==> config.mk <==
export PLATFORM = sky130hd
export DESIGN_NAME = rush3d_fb_write_arbiter
export DESIGN_NICKNAME = d
export VERILOG_FILES = /design/src/rtl/rush3d_pkg.sv /design/src/rtl/rush3d_fill_counter.sv /design/src/rtl/rush3d_fb_write_arbiter.sv
export SDC_FILE = /design/constraint.sdc
export NUM_CORES = 1
export LEC_CHECK = 0
export BUFFER_PORTS_ARGS = -buffer_cell sky130_fd_sc_hd__clkbuf_2
export CORE_MARGIN = 3
export CORE_UTILIZATION = 45
export CTS_BUF_LIST = sky130_fd_sc_hd__clkbuf_4 sky130_fd_sc_hd__clkbuf_8
export CTS_CLUSTER_DIAMETER = 30
export DETAILED_ROUTE_END_ITERATION = 12
export GPL_TIMING_DRIVEN = 0
export PLACE_DENSITY = 0.79
export SLEW_MARGIN = 20
export SYNTH_ARGS = -nofsm -noshare
export SYNTH_HDL_FRONTEND = slang
export SYNTH_SLANG_ARGS = --single-unit
==> constraint.sdc <==
create_clock -name clock -period 4.25 [get_ports clock]
set_input_delay 0.2125 -clock clock [delete_from_list [all_inputs] [get_ports clock]]
set_output_delay 0.2125 -clock clock [all_outputs]
set_load 0.005 [all_outputs]
==> src/rtl/rush3d_pkg.sv <==
// Definitions shared by the rush3d framebuffer blocks: write-state encodings and
// default framebuffer geometry, also consumed by rush3d_controller.
package rush3d_pkg;

  localparam int FB_WIDTH           = 640;
  localparam int FB_HEIGHT          = 480;
  localparam int FB_WORDS_DEFAULT   = FB_WIDTH * FB_HEIGHT;
  localparam int FB_ADDR_W_DEFAULT  = 19;

  typedef enum logic [3:0] {
    WS_WAIT       = 4'h0,
    WS_WRITE      = 4'h1,
    WS_PURGE      = 4'h2,
    WS_BACKGROUND = 4'h3
  } write_state_e;

endpackage

==> src/rtl/rush3d_fill_counter.sv <==
// Background-fill word address counter; saturates at LAST_ADDR so the final
// write is never followed by a wrap back to zero.
module rush3d_fill_counter #(
  parameter int ADDR_W    = 19,
  parameter int LAST_ADDR = 307199
) (
  input  logic              clock,
  input  logic              reset_n,
  input  logic              clear,
  input  logic              advance,
  output logic [ADDR_W-1:0] addr,
  output logic              last
);

  logic [ADDR_W-1:0] count;

  always_ff @(posedge clock or negedge reset_n) begin
    if (!reset_n) begin
      count <= '0;
    end else if (clear) begin
      count <= '0;
    end else if (advance && !last) begin
      count <= count + ADDR_W'(1);
    end
  end

  assign addr = count;
  assign last = (count == ADDR_W'(LAST_ADDR));

endmodule

==> src/rtl/rush3d_fb_write_arbiter.sv <==
// Framebuffer write arbiter: merges rasterizer pixel writes with background
// fills onto one Avalon-style write master, fills taking priority.
//
//   state         | meaning
//   WAIT          | idle; accepts a pixel or starts a pending fill
//   WRITE         | single pixel write held until waitrequest drops
//   BACKGROUND    | sweeping fill colour over every framebuffer word
//   PURGE         | one idle cycle after a fill, pulses fill_done
module rush3d_fb_write_arbiter
  import rush3d_pkg::*;
#(
  parameter int FB_WORDS = FB_WORDS_DEFAULT,
  parameter int ADDR_W   = FB_ADDR_W_DEFAULT
) (
  input  logic              clock,
  input  logic              reset_n,
  input  logic              fill_background_flag,
  input  logic [31:0]       background_colour,
  input  logic              pix_valid,
  output logic              pix_ready,
  input  logic [ADDR_W-1:0] pix_addr,
  input  logic [31:0]       pix_data,
  output logic [ADDR_W-1:0] mem_addr,
  output logic [31:0]       mem_wdata,
  output logic              mem_write,
  input  logic              mem_waitrequest,
  output logic [3:0]        write_state,
  output logic              fill_done,
  output logic              pix_drop
);

  localparam logic [ADDR_W:0] FB_LIMIT = (ADDR_W+1)'(FB_WORDS);

  write_state_e      state, state_nxt;
  logic              flag_prev;
  logic              fill_pending;
  logic              run_q;
  logic [ADDR_W-1:0] wr_addr;
  logic [31:0]       wr_data;
  logic [31:0]       fill_colour;
  logic [ADDR_W-1:0] fill_addr;
  logic              fill_last;
  logic              fill_start;
  logic              fill_advance;
  logic              pix_take;
  logic              flag_rise;
  logic              pix_in_range;

  assign flag_rise    = fill_background_flag && !flag_prev;
  assign pix_in_range = ({1'b0, pix_addr} < FB_LIMIT);
  assign write_state  = state;

  rush3d_fill_counter #(
    .ADDR_W    (ADDR_W),
    .LAST_ADDR (FB_WORDS - 1)
  ) u_fill_counter (
    .clock   (clock),
    .reset_n (reset_n),
    .clear   (fill_start),
    .advance (fill_advance),
    .addr    (fill_addr),
    .last    (fill_last)
  );

  always_ff @(posedge clock or negedge reset_n) begin
    if (!reset_n) begin
      state <= WS_WAIT;
    end else begin
      state <= state_nxt;
    end
  end

  // run_q keeps pix_ready low while reset is held and for the release cycle.
  always_ff @(posedge clock or negedge reset_n) begin
    if (!reset_n) begin
      flag_prev    <= 1'b0;
      fill_pending <= 1'b0;
      run_q        <= 1'b0;
      wr_addr      <= '0;
      wr_data      <= '0;
      fill_colour  <= '0;
    end else begin
      flag_prev <= fill_background_flag;
      run_q     <= 1'b1;
      // A fresh edge wins over the clear so a re-request is never lost.
      if (flag_rise) begin
        fill_pending <= 1'b1;
      end else if (fill_start) begin
        fill_pending <= 1'b0;
      end
      if (fill_start) begin
        fill_colour <= background_colour;
      end
      if (pix_take) begin
        wr_addr <= pix_addr;
        wr_data <= pix_data;
      end
    end
  end

  always_comb begin
    state_nxt    = state;
    pix_ready    = 1'b0;
    mem_write    = 1'b0;
    mem_addr     = '0;
    mem_wdata    = '0;
    fill_done    = 1'b0;
    pix_drop     = 1'b0;
    fill_start   = 1'b0;
    fill_advance = 1'b0;
    pix_take     = 1'b0;
    case (state)
      WS_WAIT: begin
        if (fill_pending) begin
          fill_start = 1'b1;
          state_nxt  = WS_BACKGROUND;
        end else if (run_q && !flag_rise) begin
          pix_ready = 1'b1;
          if (pix_valid) begin
            if (pix_in_range) begin
              pix_take  = 1'b1;
              state_nxt = WS_WRITE;
            end else begin
              pix_drop = 1'b1;
            end
          end
        end
      end
      WS_WRITE: begin
        mem_write = 1'b1;
        mem_addr  = wr_addr;
        mem_wdata = wr_data;
        if (!mem_waitrequest) begin
          state_nxt = WS_WAIT;
        end
      end
      WS_BACKGROUND: begin
        mem_write = 1'b1;
        mem_addr  = fill_addr;
        mem_wdata = fill_colour;
        if (!mem_waitrequest) begin
          fill_advance = 1'b1;
          if (fill_last) begin
            state_nxt = WS_PURGE;
          end
        end
      end
      WS_PURGE: begin
        fill_done = 1'b1;
        state_nxt = WS_WAIT;
      end
      default: begin
        state_nxt = WS_WAIT;
      end
    endcase
  end

endmodule

==> results.py, run 1 <==
metrics = {
    "routing": {
        "avgViaCountPerCell": 5.37,
        "drt-initial-drc-count": 135,
        "first_pass_iters": 6,
        "drc": 0,
        "ant_nets": 0,
        "wl_per_cell_um": 18.0,
        "wirelength_um": 12400,
        "via_count": 3713,
    },
    "layout": {
        "layout-drive-gt1-share": 0.421,
        "area_growth_pct": 22.3,
        "post-route-cell-area_um2": 6260,
        "finalNetCount": 640,
        "diodes": 0,
    },
    "die": {
        "num_rows": 38,
        "die-height_um": 113,
        "start_util": 0.466,
        "fp.dieArea_um2": 12700,
        "core-area_um2": 11000,
        "fp.dieW_um": 113,
        "io-pin-count": 147,
    },
    "cts": {
        "post-cts-setup-buffers": 0,
        "hold_buffers": 2,
        "cts-root-buf": "clkbuf_8",
        "worstSkewPairLatency_ns": 0.38,
        "clock_sinks": 107,
        "clk_pin_slew_ns": 0.11,
        "htreeDepth": 3,
        "clock_path_buffers": 2,
        "cts_made_buffers": 9,
        "cts-resized-gates": 0,
        "cts_tree": "done",
    },
    "yosys": {
        "ys.flop_type": "dfrtp_1",
        "ys_ff_latch": 107,
        "synth-edff-count": 0,
        "yosys-top-cells-area": "dfrtp_1, mux2_1, a22o_1, mux2_2, xnor2_1",
        "synthesis.area_um2": 5120,
        "synthCells": 388,
        "synth_top_cell_by_area": "dfrtp_1",
        "synth_warnings": 0,
        "ys_types": 49,
        "yosysSeqAreaShare": 0.523,
        "async_reset_ff_frac": 1.00,
        "syn_area_per_cell_um2": 13.2,
        "synth_top_area_share": 0.523,
    },
    "placed_design": {
        "place_area_um2": 6050,
        "io_buffers": 144,
        "dpl.hpwl_um": 9310,
        "place_congestion": 0.835,
        "pre_cts_slack_ns": 1.92,
    },
    "worst_setup_path": {
        "crit_slowest_cell": "clkbuf_1",
        "cp_cell_sequence": "ha_1, clkbuf_1, clkbuf_1, a22o_1, clkbuf_2",
        "crit_arrival_ns": 2.25,
        "max_stage_delay_ns": 0.51,
        "cp.required_ns": 4.04,
        "worstPathMaxFanout": 10,
        "crit_top_cell": "clkbuf_1",
        "start_kind": "register",
        "crit_path_end_kind": "primary output",
        "crit_type": "reg2out",
    },
    "grt": {
        "met2_usage": 0.345,
        "grt-ovfl-total": 0,
        "antenna_found_initial": 0,
        "met3_usage": 0.0814,
        "top_usage_layer": "met2",
        "gr-usage-all-layers": 0.204,
        "first_global_vias": 4051,
        "use_met1": 0.246,
        "grt_max_degree": 81,
        "grt_pass1_wl_um": 20600,
    },
    "status": {
        "status": "complete, no violations",
    },
    "timing": {
        "report.final.slew_viol_count": 0,
        "fmax_ghz": 0.407,
        "fin_crit_sh": 0.579,
        "setup_violations": 0,
        "clock_skew_ns": 0.0165,
        "setup_slack_ns": 1.79,
        "hold_violations": 0,
        "fin_tns_setup_ns": 0,
        "worstMarginPinSlew_ns": 0.591,
        "rsz0062_at_grt": "false",
        "max_slew_margin": 0.606,
        "fin_crit_ns": 2.46,
    },
    "min_path": {
        "hold_path_class": "in2reg",
    },
    "power": {
        "leakagePower_uw": 0.00314,
        "cellPowerDensity_nw_per_um2": 324,
        "total_power_uw": 2030,
        "ir_drop_uv": 283,
    },
    "flow_run": {
        "maxCapViolCount": 0,
    },
}
==> state kept, by name (all words and copies together) (netlist names) <==
signal and count:
fill_colour 32, fill_pending 1, flag_prev 1, run_q 1, u_fill_counter.addr 19, wr_addr 19
wr_data 32, write_state 2
==> critical path: cells and delay by family (launching register included) <==
| family | cells | cell delay [ns] |
|---|---|---|
| flip-flops | 1 | 0.43 |
| adder cells (fa/ha/maj) | 1 | 0.20 |
| buffers and inverters | 3 | 0.98 |
| AO/OA/AOI/OAI | 1 | 0.26 |
==> cells in the mapped netlist, types with 2 or more instances <==
cell type and number:
nand2b_1 2, nor4_2 2, buf_2 4, mux2i_1 2, a22o_1 51, clkbuf_1 14, mux2_2 38, inv_1 7
xnor2_1 15, nor3_1 4, dfrtp_1 107, and2_1 4, a21oi_1 5, nand2_1 8, and3_1 4, conb_1 2
a211oi_1 4, nand4_1 4, mux2_1 44, xor2_1 2, buf_6 9, buf_4 2, ha_1 5, nand3_1 3
nor2_1 20, a21oi_4 2, a211oi_2 2
==> per-stage QoR <==
| step | util | std cells | hold slack, ns |
|---|---|---|---|
| detailed placement | 0.551 | 674 | 0.122 |
| global route | 0.570 | 691 | 0.0120 |
| floorplan | - | 389 | -0.0831 |
| global placement | 0.548 | 673 | 0.349 |
| finish | 0.570 | 691 | 0.0398 |
| CTS | 0.570 | 691 | 0.0149 |
==> kinds of logic after synthesis <==
logic type                 share of synthesized area
DFF                                            0.523
muxes                                          0.184
AOI/OAI and AO/OA                              0.133
and+or+nand+nor                               0.0741
buffers and inverters                         0.0421
xor gates and xnor gates                      0.0291
adders and majority gates                     0.0122
other                                        0.00147
==> final timing paths <==
check	from	end	slack (ns)	cells past startpoint
hold / removal	pix_data[8]	wr_data[8]	0.04	2
min in group asynchronous	reset_n	wr_addr[6]	0.28	2
setup reg to reg	write_state[0]	u_fill_counter.addr[16]	1.94	7
max in group asynchronous	reset_n	u_fill_counter.addr[17]	3.32	3
hold reg to reg	wr_data[24]	wr_data[24]	0.50	1
setup / recovery	write_state[1]	mem_wdata[14]	1.79	5
==> where the power goes <==
| group | switching, µW | internal [µW] | leakage, µW |
|---|---|---|---|
| Sequential | 55.7 | 1070 | 0.00139 |
| Clock | 351 | 248 | 0.0000924 |
| Combinational | 140 | 169 | 0.00166 |
==> cells in the final DEF (no fill, tap or decap), drive strengths merged <==
cell type	instances
a2111oi	2
a211o	1
a211oi	6
a21boi	1
a21o	1
a21oi	7
a22o	51
a311oi	1
a31o	1
and2	4
and3	5
and4	2
and4b	2
buf	16
clkbuf	169
clkinv	1
clkinvlp	1
conb	3
dfrtp	107
dlygate4sd3	2
ha	5
inv	9
mux2	82
mux2i	2
nand2	8
nand2b	2
nand3	4
nand4	6
nor2	20
nor2b	1
nor3	4
nor4	2
nor4b	1
o2111ai	1
o21ai	1
o21bai	1
o22a	1
or2	1
xnor2	15
xor2	2
==> layout make-up <==
class	instances	area [µm²]
inverters	7	26.3
well taps	140	175
repair buffers	147	777
clock inverters	4	33.8
flip-flops and latches	107	2680
clock buffers	11	151
fillers	908	4720
plain buffers	29	189
multi-input cells	246	2230
==> routing by layer <==
layer | part of all wire | routed length, µm | vias to the layer above
met5 | 0 | 0 | -
met1 | 0.41 | 5080 | 1859
met2 | 0.50 | 6220 | 115
met4 | 0.010 | 128 | 0
met3 | 0.080 | 995 | 10
li1 | - | - | 1729
Note: power is estimated with default switching activity, not from simulation.
==> inputs of run 2 (changes only) <==
- PLACE_DENSITY: 0.79 -> 0.81
- clock period: 4.25 -> 2.1 ns (I/O delays scaled with it)
==> results.py, run 2 (same netlist as run 1, synthesis figures left out) <==
metrics = {
    "worst_setup_path": {
        "critical-path-top-delay-family": "flip-flops",
        "critical_path_buf_inv_count": 3,
        "crit_type": "reg2reg",
        "cp_cell_sequence": "inv_2, ha_4, and3_4, nand3_2, a21oi_4, buf_4, buf_6, mux2_1",
        "cp.required_ns": 2.36,
        "worstPathMaxFanout": 10,
        "max_stage_delay_ns": 0.46,
        "crit_path_end_kind": "register",
        "crit_slowest_cell": "dfrtp_2",
        "start_kind": "register",
        "crit_arrival_ns": 2.28,
    },
    "placed_design": {
        "dp_cells": 674,
        "dpl.hpwl_um": 9240,
        "place_congestion": 0.779,
        "io_buffers": 144,
    },
    "layout": {
        "final_cell_mix": "clkbuf_2, dfrtp_1, dlygate4sd3_1",
        "multi_input_area_um2": 2250,
        "final_core_util": 0.653,
        "diodes": 0,
        "stdcell_count": 774,
        "reg_top3": "fill_colour x32, wr_data x32",
        "final_common_cell": "clkbuf_2",
        "fillerInstances": 788,
        "finalNetCount": 723,
        "layout-drive-gt1-share": 0.404,
        "seqCellArea_um2": 2680,
        "area_growth_pct": 40.1,
    },
    "timing": {
        "fin_crit_ns": 2.01,
        "fin_crit_sh": 0.958,
        "fmax_ghz": 0.497,
        "clock_skew_ns": 0.00903,
        "timing.hold.ws_ns": 0.0418,
        "report.final.slew_viol_count": 0,
        "setup_violations": 0,
        "rsz0062_at_grt": "false",
        "hold_violations": 0,
        "fin_tns_setup_ns": 0,
    },
    "routing": {
        "wl_per_cell_um": 18.4,
        "drt-initial-drc-count": 156,
        "first_pass_iters": 4,
        "avgViaCountPerCell": 5.36,
        "via_count": 4152,
        "wirelength_um": 14200,
        "ant_nets": 0,
        "drc": 0,
    },
    "die": {
        "io-pin-count": 147,
        "core-area_um2": 11000,
        "fp.dieW_um": 113,
        "die-height_um": 113,
        "fp.dieArea_um2": 12700,
        "start_util": 0.466,
        "num_rows": 38,
    },
    "cts": {
        "worstSkewPairLatency_ns": 0.38,
        "clock_path_buffers": 2,
        "cts_made_buffers": 9,
        "cts-root-buf": "clkbuf_8",
        "cts_tree": "done",
        "clk_pin_slew_ns": 0.09,
        "clock_sinks": 107,
        "htreeDepth": 3,
    },
    "grt": {
        "first_global_vias": 4716,
        "antenna_found_initial": 0,
        "gr-usage-all-layers": 0.232,
        "grt_max_degree": 56,
        "grt-ovfl-total": 0,
        "grt_pass1_wl_um": 23400,
    },
    "power": {
        "ir_drop_uv": 536,
        "cellPowerDensity_nw_per_um2": 607,
        "leakagePower_uw": 0.00352,
    },
    "status": {
        "status": "complete, no violations",
    },
    "flow_run": {
        "maxCapViolCount": 0,
    },
    "min_path": {
        "hold_path_class": "in2reg",
    },
}
-- run 2: power by group --
part           leakage, µW  switching, µW  internal [µW]  total [µW]
Sequential         0.00139            118           2160        2280
Clock            0.0000974            698            608        1310
Combinational      0.00204            321            447         768
Total              0.00352           1140           3210        4350
-- run 2: metrics by stage --
stage | setup WS [ns] | instance area [µm²] | total power [µW]
after global placement | -0.469 | 6020 | 2900
after detailed placement | -0.213 | 6050 | 2940
after CTS | -0.00406 | 7140 | 4370
after floorplan | 0.206 | 5120 | 2630
final | 0.0874 | 7170 | 4350
after global routing | 0.000703 | 7170 | 4560
-- run 2: timing repair --
item                                    CTS  global route
endpoints found under the setup margin  111           114
buffers inserted                          2             0
hold buffers                             84             0
gates resized for setup                  19            16
hold endpoints to repair                135             0
-- run 2: final timing paths --
kind | startpoint | end | slack [ns] | cells past startpoint
setup / recovery | write_state[0] | wr_data[27] | 0.09 | 8
setup reg to reg | write_state[0] | wr_data[27] | 0.09 | 8
hold reg to reg | wr_data[20] | wr_data[20] | 0.50 | 1
max in group asynchronous | reset_n | fill_colour[6] | 1.25 | 3
hold / removal | pix_addr[18] | wr_addr[18] | 0.04 | 2
min in group asynchronous | reset_n | wr_addr[4] | 0.23 | 2
-- run 2: area by class of cell --
type	count	area share
flip-flops and latches	107	0.374
multi-input cells	246	0.314
clock buffers	11	0.0211
clock inverters	4	0.00698
repair buffers	231	0.225
inverters	7	0.00366
plain buffers	28	0.0305
well taps	140	0.0244
-- run 2: worst reg2reg max path, delay by kind of cell, from the launching register on --
family | cells | cell delay (ns)
compound gates | 1 | 0.14
fa+ha+maj | 1 | 0.18
buf+inv | 3 | 0.45
flops | 1 | 0.46
mux | 1 | 0.35
simple gates | 2 | 0.33
-- run 2: metal layers --
layer	global-route usage	vias up	part of all wire
met3	0.0598	22	0.056
met1	0.269	2103	0.41
met2	0.413	135	0.52
met4	0.0841	0	0.018
met5	0	-	0
li1	-	1892	-
==> inputs of run 3 (changes only) <==
- ABC_AREA: not set -> 1
- clock period: 2.1 -> 1.7 ns (I/O delays scaled with it)
==> results.py, run 3 <==
metrics = {
    "status": {
        "status": "finished, violations left",
        "failed_checks": "setup timing",
    },
    "layout": {
        "final_cell_mix": "nand2_1, clkbuf_2, dfrtp_1",
        "layout-drive-gt1-share": 0.262,
        "area_growth_pct": 44.2,
        "finalNetCount": 1010,
        "reg_top3": "fill_colour x32, wr_data x32",
        "final_common_cell": "nand2_1",
    },
    "yosys": {
        "synthesis.area_um2": 5300,
        "async_reset_ff_frac": 1.00,
        "syn_area_per_cell_um2": 7.94,
        "yosysSeqAreaShare": 0.506,
        "ys_ff_latch": 107,
        "synth_top_area_share": 0.506,
        "synth_warnings": 0,
        "yosys-top-cells-area": "dfrtp_1, nand2_1, a22o_1, o21ai_0, inv_1",
        "synth_commonest_cells": "nand2_1, dfrtp_1, inv_1",
        "synthCells": 667,
        "ys_types": 27,
        "ys.flop_type": "dfrtp_1",
        "synth-edff-count": 0,
        "synth.most_common_cell": "nand2_1",
        "synth_top_cell_by_area": "dfrtp_1",
    },
    "timing": {
        "rsz0062_at_grt": "true",
        "setup_slack_ns": -0.0155,
        "hold_violations": 0,
        "clock_skew_ns": 0.0142,
        "setup_violations": 2,
        "fin_crit_ns": 1.72,
        "timing.hold.ws_ns": 0.0664,
        "fin_crit_sh": 1.01,
        "fmax_ghz": 0.583,
        "report.final.slew_viol_count": 0,
    },
    "power": {
        "leakagePower_uw": 0.00407,
        "cellPowerDensity_nw_per_um2": 671,
        "ir_drop_uv": 617,
        "total_power_uw": 5120,
    },
    "die": {
        "die-height_um": 114,
        "core-area_um2": 11200,
        "start_util": 0.474,
        "fp.dieW_um": 114,
        "io-pin-count": 147,
        "fp.dieArea_um2": 13100,
        "num_rows": 38,
    },
    "placed_design": {
        "io_buffers": 144,
        "pre_cts_slack_ns": -0.524,
        "dpl.hpwl_um": 10700,
        "place_congestion": 0.905,
    },
    "routing": {
        "ant_nets": 0,
        "wirelength_um": 17000,
        "drt-initial-drc-count": 371,
        "via_count": 5492,
        "drc": 0,
        "first_pass_iters": 5,
        "wl_per_cell_um": 15.9,
        "avgViaCountPerCell": 5.15,
    },
    "grt": {
        "grt_pass1_wl_um": 27300,
        "grt-ovfl-total": 0,
        "antenna_found_initial": 0,
        "first_global_vias": 5638,
        "gr-usage-all-layers": 0.264,
        "grt_max_degree": 68,
    },
    "cts": {
        "clk_pin_slew_ns": 0.10,
        "htreeDepth": 3,
        "cts_made_buffers": 9,
        "cts_tree": "done",
        "cts-root-buf": "clkbuf_8",
        "clock_path_buffers": 2,
        "clock_sinks": 107,
        "worstSkewPairLatency_ns": 0.37,
    },
    "min_path": {
        "hold_path_class": "in2reg",
    },
    "worst_setup_path": {
        "crit_type": "reg2out",
        "worstPathMaxFanout": 10,
        "start_kind": "register",
        "cp.required_ns": 1.62,
        "crit_path_end_kind": "primary output",
        "crit_arrival_ns": 1.63,
    },
    "flow_run": {
        "maxCapViolCount": 0,
    },
}
-- run 3: area by class of cell --
cell class	count	area, µm²
multi-input combinational	445	2260
sequential	107	2690
clock inverter	6	56.3
fill	845	3540
tap	140	175
timing repair buffer	240	1680
clock buffer	10	131
antenna	4	10.0
inverter	79	304
buffer	35	332
-- run 3: cell families (layout without fill, tap and decap cells) --
family                     Yosys count  after routing  share of synthesized area
AOI/OAI and AO/OA                  111            111                      0.133
xor gates and xnor gates             9              9                     0.0149
adders and majority gates            5              5                     0.0118
buffers and inverters              116            370                     0.0881
DFF                                107            107                      0.506
other                                2              7                    0.00142
and+or+nand+nor                    317            317                      0.245
-- run 3: routing by layer --
| metal | GRT usage | wire length (µm) |
|---|---|---|
| met1 | 0.346 | 7070 |
| met2 | 0.432 | 8230 |
| met3 | 0.0370 | 1080 |
| met4 | 0.124 | 571 |
| met5 | 0 | 0 |
-- run 3: where the power goes --
group / switching [µW] / internal [µW] / total, µW
Sequential: 82.3 / 2630 / 2720
Combinational: 394 / 460 / 854
Clock: 963 / 589 / 1550
-- run 3: through the flow --
stage               setup TNS [ns]  instance area [µm²]  instances   util
floorplan                        0                 5300        668      -
global placement           -129.53                 6190        952  0.554
detailed placement          -32.36                 6230        953  0.558
CTS                       -0.00391                 7510       1056  0.672
global route                 -1.05                 7620       1062  0.682
finish                     -0.0232                 7630       1066  0.683
-- run 3: final timing paths --
check	from	slack, ns	to	cells past startpoint
setup / recovery	write_state[1]	-0.02	mem_wdata[16]	5
hold / removal	pix_addr[18]	0.07	wr_addr[18]	3
setup reg to reg	write_state[0]	0.08	fill_colour[14]	8
hold reg to reg	fill_colour[10]	0.50	fill_colour[10]	2
max in group asynchronous	reset_n	0.86	u_fill_counter.addr[1]	3
min in group asynchronous	reset_n	0.19	wr_addr[14]	2
-- run 3: timing repair --
action	CTS	global route
resized for setup	85	39
hold buffers	84	0
endpoints found under the hold margin	124	0
buffers inserted	5	5
setup endpoints to repair	151	136
cloned	0	1
pin swaps	0	2
-- run 3: worst max-delay path, cell delays in order (launching register included) --
cell,delay [ns]
dfrtp_2,0.47
inv_4,0.09
ha_4,0.20
clkbuf_8,0.20
a22o_1,0.18
clkbuf_2,0.13
